$ cat config.mk
export PLATFORM = sky130hd
export DESIGN_NAME = shiftreg_deser_flat
export DESIGN_NICKNAME = d
export VERILOG_FILES = /design/src/rtl/shiftreg_deser_if.sv /design/src/rtl/shiftreg_deser.sv /design/src/flat_wrapper.sv
export SDC_FILE = /design/constraint.sdc
export NUM_CORES = 1
export LEC_CHECK = 0
export BUFFER_PORTS_ARGS = -buffer_cell sky130_fd_sc_hd__buf_2
export CAP_MARGIN = 20
export CORE_ASPECT_RATIO = 0.8
export CORE_UTILIZATION = 56
export CTS_BUF_LIST = sky130_fd_sc_hd__clkbuf_8
export CTS_CLUSTER_SIZE = 40
export DETAILED_ROUTE_END_ITERATION = 10
export PLACE_DENSITY_LB_ADDON = 0.1
export SYNTH_ARGS = -nofsm -noshare
export SYNTH_HDL_FRONTEND = slang
export SYNTH_SLANG_ARGS = --single-unit
$ cat constraint.sdc
create_clock -name clk -period 2.4 [get_ports clk]
set_input_delay 0.24 -clock clk [delete_from_list [all_inputs] [get_ports clk]]
set_output_delay 0.24 -clock clk [all_outputs]
set_load 0.02 [all_outputs]
$ cat src/rtl/shiftreg_deser_if.sv
// Serial-in / parallel-out bus for shiftreg_deser.
// The slave modport is the deserializer side; the master modport is the producer/consumer side.
interface shiftreg_deser_if #(
  parameter int unsigned WIDTH = 8
);
  localparam int unsigned CW = $clog2(WIDTH + 1);

  logic             i_bit;
  logic             i_bit_valid;
  logic             o_bit_ready;
  logic             i_clear;
  logic [WIDTH-1:0] o_word;
  logic             o_valid;
  logic             i_ready;
  logic [CW-1:0]    o_count;

  modport master (
    output i_bit, i_bit_valid, i_clear, i_ready,
    input  o_bit_ready, o_word, o_valid, o_count
  );

  modport slave (
    input  i_bit, i_bit_valid, i_clear, i_ready,
    output o_bit_ready, o_word, o_valid, o_count
  );
endinterface

$ cat src/rtl/shiftreg_deser.sv
// MSB-first serial-to-parallel deserializer with a one-word output register.
// A completed word waits in the shift stage (FULL) only while the output register is occupied.
module shiftreg_deser #(
  parameter int unsigned WIDTH = 8
) (
  input logic             clk,
  input logic             rst,
  shiftreg_deser_if.slave bus
);
  localparam int unsigned CW = $clog2(WIDTH + 1);

  typedef enum logic {ST_COLLECT, ST_FULL} state_t;

  state_t           state_q, state_d;
  logic [WIDTH-1:0] shift_q, shift_d;
  logic [WIDTH-1:0] word_q, word_d;
  logic [WIDTH-1:0] shift_next;
  logic [CW-1:0]    cnt_q, cnt_d;
  logic             valid_q, valid_d;
  logic             bit_ready;
  logic             accept;
  logic             out_free;

  assign bit_ready  = (state_q != ST_FULL);
  assign accept     = bus.i_bit_valid && bit_ready && !bus.i_clear;
  assign out_free   = !valid_q || bus.i_ready;
  assign shift_next = {shift_q[WIDTH-2:0], bus.i_bit};

  always_ff @(posedge clk) begin
    if (rst) begin
      state_q <= ST_COLLECT;
      shift_q <= '0;
      word_q  <= '0;
      cnt_q   <= '0;
      valid_q <= 1'b0;
    end else begin
      state_q <= state_d;
      shift_q <= shift_d;
      word_q  <= word_d;
      cnt_q   <= cnt_d;
      valid_q <= valid_d;
    end
  end

  // Next state: clear discards the shift stage; the output handshake always proceeds.
  always_comb begin
    state_d = state_q;
    shift_d = shift_q;
    word_d  = word_q;
    cnt_d   = cnt_q;
    valid_d = valid_q && !bus.i_ready;

    unique case (state_q)
      ST_COLLECT: begin
        if (bus.i_clear) begin
          shift_d = '0;
          cnt_d   = '0;
        end else if (accept) begin
          if (cnt_q == CW'(WIDTH - 1)) begin
            if (out_free) begin
              word_d  = shift_next;
              valid_d = 1'b1;
              shift_d = '0;
              cnt_d   = '0;
            end else begin
              shift_d = shift_next;
              cnt_d   = CW'(WIDTH);
              state_d = ST_FULL;
            end
          end else begin
            shift_d = shift_next;
            cnt_d   = cnt_q + CW'(1);
          end
        end
      end
      ST_FULL: begin
        if (bus.i_clear) begin
          shift_d = '0;
          cnt_d   = '0;
          state_d = ST_COLLECT;
        end else if (bus.i_ready) begin
          word_d  = shift_q;
          valid_d = 1'b1;
          shift_d = '0;
          cnt_d   = '0;
          state_d = ST_COLLECT;
        end
      end
      default: state_d = ST_COLLECT;
    endcase
  end

  assign bus.o_bit_ready = bit_ready;
  assign bus.o_word      = word_q;
  assign bus.o_valid     = valid_q;
  assign bus.o_count     = cnt_q;
endmodule

$ cat src/flat_wrapper.sv
// flat-port wrapper written by rule: the top's interface ports become plain ports
module shiftreg_deser_flat 
#(
  parameter int unsigned WIDTH = 8
)
  (clk, rst, bus_i_bit, bus_i_bit_valid, bus_i_clear, bus_i_ready, bus_o_bit_ready, bus_o_word, bus_o_valid, bus_o_count);
  shiftreg_deser_if #(.WIDTH(WIDTH)) bus_i ();
  input logic clk;
  input logic rst;
  input wire logic [$bits(bus_i.i_bit)-1:0] bus_i_bit;
  input wire logic [$bits(bus_i.i_bit_valid)-1:0] bus_i_bit_valid;
  input wire logic [$bits(bus_i.i_clear)-1:0] bus_i_clear;
  input wire logic [$bits(bus_i.i_ready)-1:0] bus_i_ready;
  output wire logic [$bits(bus_i.o_bit_ready)-1:0] bus_o_bit_ready;
  output wire logic [$bits(bus_i.o_word)-1:0] bus_o_word;
  output wire logic [$bits(bus_i.o_valid)-1:0] bus_o_valid;
  output wire logic [$bits(bus_i.o_count)-1:0] bus_o_count;
  assign bus_i.i_bit = bus_i_bit;
  assign bus_i.i_bit_valid = bus_i_bit_valid;
  assign bus_i.i_clear = bus_i_clear;
  assign bus_i.i_ready = bus_i_ready;
  assign bus_o_bit_ready = bus_i.o_bit_ready;
  assign bus_o_word = bus_i.o_word;
  assign bus_o_valid = bus_i.o_valid;
  assign bus_o_count = bus_i.o_count;
  shiftreg_deser #(.WIDTH(WIDTH)) u_core (.clk(clk), .rst(rst), .bus(bus_i));
endmodule
==> run summary, run 1 <==
grt peak-use layer -> met2
antenna-violating nets left -> 0
Required @ worst endpoint -> 2.60 ns
Seq/Total Area, Yosys -> 0.415
CP Buf/Inv Count -> 0
hold_sp -> bus_i_ready
pwr dens -> 519 mW/mm^2
first-pass GRT wire length -> 3.16 mm
clk buf depth -> 2
total gr overflow -> 0
Crit path arrival time -> 2.11 ns
drt drc -> 0
CP max FO -> 17
Starting Density -> 0.627
Clock Sink Count -> 22
setup violators final -> 0
Final Hold Viols -> 0
ANT cells -> 0
peak per-stage delay on the critical path -> 0.78 ns
Seq cells post-synth -> 22
MaxCap Viol Count -> 0
postcts setup bufs -> 0
Min-Delay Path Class -> in -> reg
vias in the first global route -> 625
via count -> 774
worst setup path category -> reg -> reg
total chip power -> 0.618 mW
Post-CTS Resized -> 0
num ports -> 20
port bufs -> 19
Worst-path clk slew -> 0.07 ns
CP Launch Type -> register
slowest stage cell on the critical path -> dfxtp_1
dpl hpwl -> 1.50 mm
DRT Wirelength -> 2.06 mm
share of layout cells above drive strength 1 -> 0.308
status -> complete, no violations
routability cong. -> 0.652
grt met3 use -> 0.0704
slew margin rel. -> 0.525
crit path from -> u_core.state_q$_SDFF_PP0_
Yosys cell types -> 28
RSZ-0062 raised after global routing -> false
TritonCTS clock tree -> done
Leakage -> 0.491 nW
total CTS buffers -> 3
# rows -> 13
global-route track usage on met2 -> 0.333
antenna violations before repair -> 0
Syn Inst Count -> 101
root buf cell -> clkbuf_8
DR vias/cell -> 5.57
Top delay family on crit path -> flip-flops
Syn Nets -> 108
# hold bufs at CTS -> 0
Fill cells -> 141
setup TNS -> 0 ns
Worst R2R Start -> u_core.state_q$_SDFF_PP0_
Area growth syn-to-layout -> 12.3%
FF+latch area -> 440 sq um
met1 Usage GRT -> 0.311
Core Region -> 0.00169 sq mm
Crit. End Element -> register
Die H -> 40.9 um
worst-margin pin slew -> 0.712 ns
GRT Resource Usage Total -> 0.228
clk_lat worst skew -> 0.26 ns
Mean Syn Cell Area -> 10.5 sq um
Post-Syn Area -> 0.00106 sq mm
worst-path cell chain -> mux2_2 > nor2_1 > o22a_1
synth warn -> 0
peak supply drop -> 0.000482 V
routed len/inst -> 14.8 um
Slew Viols, Final -> 0
pin count of the biggest net entering global routing -> 20
TritonRoute pass-1 iters -> 4
min Tclk post-route -> 1.91 ns
H-tree depth -> 1
highest clock rate -> 0.523 GHz
Die Width -> 50.7 um
skew final -> 0.00457 ns
area of the die -> 0.00207 sq mm
area of the multi-input gates -> 572 sq um
fin crit share -> 0.796
Initial DRC Count -> 15
fin nets -> 126
cells in the final DEF, fill, tap and decap left out, drive strengths merged, types with 3 or more instances in the layout:
cell type / n
buf: 19
nor2: 12
nor2b: 9
clkbuf: 3
inv: 4
a21oi: 4
mux2: 9
a211oi: 3
mux2i: 8
a22o: 8
dfxtp: 22
flip-flops by register name, indices dropped and copies added, names as in the netlist, named ones only:
name / flops
u_core.shift_q: 8
u_core.bus.o_count: 4
u_core.state_q: 1
u_core.bus.o_word: 8
power breakdown:
part	internal (mW)	leakage (nW)	switching, mW
clock	0.112	0.0216	0.105
combinational	0.0115	0.292	0.0210
sequential	0.367	0.177	0.00234
final timing paths:
path	endpoint	slack [ns]	cells after the start
setup / recovery	u_core.bus.o_count[3]$_SDFFE_PP0P_	0.49	3
hold / removal	u_core.state_q$_SDFF_PP0_	0.20	2
setup reg to reg	u_core.bus.o_count[3]$_SDFFE_PP0P_	0.49	3
hold reg to reg	u_core.shift_q[7]$_SDFFE_PP0P_	0.49	1
cells by family (layout without fill, tap and decap cells):
logic type / after synthesis / in the layout / share of synthesized area
simple gates: 30 / 30 / 0.162
flops: 22 / 22 / 0.415
compound gates: 21 / 21 / 0.195
mux: 17 / 17 / 0.171
buf+inv: 10 / 26 / 0.0460
fa+ha+maj: 1 / 1 / 0.0118
worst reg2reg max path, stage by stage (launching register included):
cell     delay (ns)
dfxtp_1        0.78
mux2_2         0.44
nor2_1         0.41
o22a_1         0.22
stage by stage:
| step | utilization | cells | setup slack (ns) | instance area, sq um | hold slack (ns) |
|---|---|---|---|---|---|
| 2_1_floorplan | - | 101 | 0.637 | 1060 | 0.319 |
| 3_3_place_gp | 0.680 | 136 | 0.565 | 1150 | 0.459 |
| 3_5_place_dp | 0.680 | 136 | 0.523 | 1150 | 0.463 |
| 4_1_cts | 0.704 | 139 | 0.493 | 1190 | 0.189 |
| 5_1_grt | 0.704 | 139 | 0.316 | 1190 | 0.206 |
| 6_report | 0.704 | 139 | 0.489 | 1190 | 0.202 |
layout make-up:
type / count / share of cell area
sequential: 22 / 0.370
timing repair buffer: 19 / 0.0798
inverter: 4 / 0.0126
tap: 22 / 0.0231
multi-input combinational: 69 / 0.480
clock buffer: 3 / 0.0347
per-layer routing:
metal  vias to the layer above  wire [um]
li1                        397          -
met1                       355       1070
met2                        17        865
met3                         5         89
met4                         0         36
met5                         -          0
synthesized netlist by cell type, drive strengths merged:
| cell type | n | area (sq um) |
|---|---|---|
| dfxtp | 22 | 440 |
| nor2 | 12 | 45.0 |
| mux2 | 9 | 101 |
| nor2b | 9 | 56.3 |
| a22o | 8 | 70.1 |
| mux2i | 8 | 80.1 |
| a21oi | 4 | 31.3 |
| inv | 4 | 15.0 |
| a211oi | 3 | 22.5 |
| buf | 3 | 21.3 |
| clkbuf | 3 | 12.5 |
| a31oi | 2 | 27.5 |
| and3b | 2 | 17.5 |
| nor3 | 2 | 10.0 |
| a2111oi | 1 | 27.5 |
| a221oi | 1 | 8.76 |
| and4 | 1 | 8.76 |
| ha | 1 | 12.5 |
| nand2b | 1 | 6.26 |
| nor3b | 1 | 7.51 |
| o22a | 1 | 8.76 |
| o2bb2a | 1 | 10.0 |
| or2 | 1 | 6.26 |
| or4b | 1 | 13.8 |
Note: power is estimated with default switching activity, not from simulation.
==> inputs of run 2 (changes only) <==
--- a/config.mk
+++ b/config.mk
@@ -8,7 +8,7 @@
 export BUFFER_PORTS_ARGS = -buffer_cell sky130_fd_sc_hd__buf_2
 export CAP_MARGIN = 20
 export CORE_ASPECT_RATIO = 0.8
-export CORE_UTILIZATION = 56
+export CORE_UTILIZATION = 51
 export CTS_BUF_LIST = sky130_fd_sc_hd__clkbuf_8
 export CTS_CLUSTER_SIZE = 40
 export DETAILED_ROUTE_END_ITERATION = 10
==> constraint.sdc (replaced) <==
create_clock -name clk -period 1.7 [get_ports clk]
set_input_delay 0.17 -clock clk [delete_from_list [all_inputs] [get_ports clk]]
set_output_delay 0.17 -clock clk [all_outputs]
set_load 0.02 [all_outputs]
==> run summary, run 2 (synthesis results as in run 1) <==
commonest non-fill, non-tap cell in the layout -> dfxtp_1
TritonRoute pass-1 iters -> 4 (unchanged)
FF+latch area -> 442 sq um (+0.28%)
CP max FO -> 8 (-9)
clk_lat worst skew -> 0.26 ns (about the same)
antenna violations before repair -> 0 (unchanged)
total CTS buffers -> 3 (unchanged)
CP Buf/Inv Count -> 0 (unchanged)
# rows -> 14 (+1)
Initial DRC Count -> 28 (+13)
port bufs -> 19 (unchanged)
root buf cell -> clkbuf_8
highest clock rate -> 0.632 GHz (+21%)
postcts setup bufs -> 0 (unchanged)
Top delay family on crit path -> multiplexers
Starting Density -> 0.551 (-0.0766)
slew margin rel. -> 0.717 (+0.192)
worst-margin pin slew -> 0.424 ns (-0.288 ns)
share of layout cells above drive strength 1 -> 0.352 (+0.0448)
MaxCap Viol Count -> 0 (unchanged)
Required @ worst endpoint -> 1.85 ns (-0.75 ns)
global-route track usage on met2 -> 0.243 (-0.0903)
Slew Viols, Final -> 0 (unchanged)
Post-CTS Resized -> 0 (unchanged)
Leakage -> 0.517 nW (+5.2%)
Min-Delay Path Class -> in -> reg
skew final -> 0.00165 ns (-0.00292 ns)
drt drc -> 0 (unchanged)
area of the multi-input gates -> 574 sq um (+0.44%)
DR vias/cell -> 5.51 (-0.98%)
CP Launch Type -> register
Worst-path clk slew -> 0.07 ns (about the same)
fin crit share -> 0.931 (+0.135)
Fill cells -> 164 (+16%)
setup TNS -> 0 ns (unchanged)
Clock Sink Count -> 22 (unchanged)
clk buf depth -> 2 (unchanged)
first-pass GRT wire length -> 3.13 mm (-0.89%)
area of the die -> 0.00227 sq mm (+9.4%)
most frequent cells in the layout -> dfxtp_1, buf_2, nor2_1
DRT Wirelength -> 1.95 mm (-5.5%)
grt peak-use layer -> met1
peak supply drop -> 0.000468 V (-3.0%)
worst setup path category -> reg -> reg
slowest stage cell on the critical path -> mux2_2
ANT cells -> 0 (unchanged)
GRT Resource Usage Total -> 0.196 (-0.0319)
# hold bufs at CTS -> 0 (unchanged)
pwr dens -> 757 mW/mm^2 (+46%)
peak per-stage delay on the critical path -> 0.38 ns (-0.40 ns)
antenna-violating nets left -> 0 (unchanged)
Crit path arrival time -> 1.74 ns (-0.37 ns)
status -> complete, no violations
Final Util -> 0.644 (-0.0600)
Core Region -> 0.00193 sq mm (+14%)
fin nets -> 130 (+3.2%)
routed len/inst -> 13.4 um (-10%)
Die H -> 42.8 um (+4.6%)
Final Hold Viols -> 0 (unchanged)
routability cong. -> 0.797 (+22%)
pin count of the biggest net entering global routing -> 18 (-10%)
total gr overflow -> 0 (unchanged)
TritonCTS clock tree -> done
via count -> 805 (+4.0%)
Area growth syn-to-layout -> 17.0%
RSZ-0062 raised after global routing -> false
num ports -> 20 (unchanged)
met1 Usage GRT -> 0.307 (-0.00394)
min Tclk post-route -> 1.58 ns (-0.328 ns)
worst-path cell chain -> ha_2 > and3b_1 > a31oi_4 > mux2_2
post-route setup slack -> 0.117 ns (-0.372 ns)
grt met3 use -> 0.0753 (+0.00490)
Crit. End Element -> register
vias in the first global route -> 647 (+3.5%)
dpl ws -> 0.132 ns (-0.392 ns)
H-tree depth -> 1 (unchanged)
Die Width -> 53.0 um (+4.6%)
dpl hpwl -> 1.51 mm (+0.79%)
setup violators final -> 0 (unchanged)
-- run 2: cell count changes in the layout (fill, tap and decap cells not counted) --
cell      before  now
clkbuf_8       3    4
dfxtp_2        0    1
buf_4          0    4
dfxtp_1       22   21
ha_2           0    1
ha_1           1    0
-- run 2: layer usage --
metal / part of all wire / vias to the layer above
met3: 0.052 / 2
met1: 0.53 / 374
met5: 0 / -
met2: 0.41 / 20
li1: - / 409
met4: 0.0082 / 0
-- run 2: final timing paths --
check | from | to | slack, ns | cells past startpoint
setup / recovery | u_core.bus.o_count[0]$_SDFFE_PP0P_ | u_core.bus.o_word[3]$_SDFFE_PP0P_ | 0.12 | 4
hold / removal | bus_i_ready | u_core.state_q$_SDFF_PP0_ | 0.13 | 2
hold reg to reg | u_core.bus.o_count[0]$_SDFFE_PP0P_ | u_core.bus.o_count[0]$_SDFFE_PP0P_ | 0.49 | 1
setup reg to reg | u_core.bus.o_count[0]$_SDFFE_PP0P_ | u_core.bus.o_word[3]$_SDFFE_PP0P_ | 0.12 | 4
-- run 2: final cells by class --
| cell class | count | area share |
|---|---|---|
| Tap cell | 24 | 0.0242 |
| Timing Repair Buffer | 23 | 0.101 |
| Inverter | 4 | 0.0121 |
| Clock buffer | 4 | 0.0444 |
| Multi-Input combinational cell | 69 | 0.463 |
| Sequential cell | 22 | 0.356 |
-- run 2: report_power, final --
part | leakage, nW | switching, mW | internal, mW
clock network | 0.0288 | 0.163 | 0.207
logic | 0.310 | 0.0297 | 0.0191
registers | 0.178 | 0.00309 | 0.518
total | 0.517 | 0.196 | 0.743
-- run 2: per-stage QoR --
step | instance area (sq um) | cells | hold slack (ns) | power (mW)
after global placement | 1190 | 142 | 0.391 | 0.580
after global routing | 1240 | 146 | 0.134 | 0.978
final | 1240 | 146 | 0.135 | 0.940
after CTS | 1240 | 146 | 0.120 | 0.947
after detailed placement | 1190 | 142 | 0.401 | 0.581
after floorplan | 1060 | 101 | 0.249 | 0.563
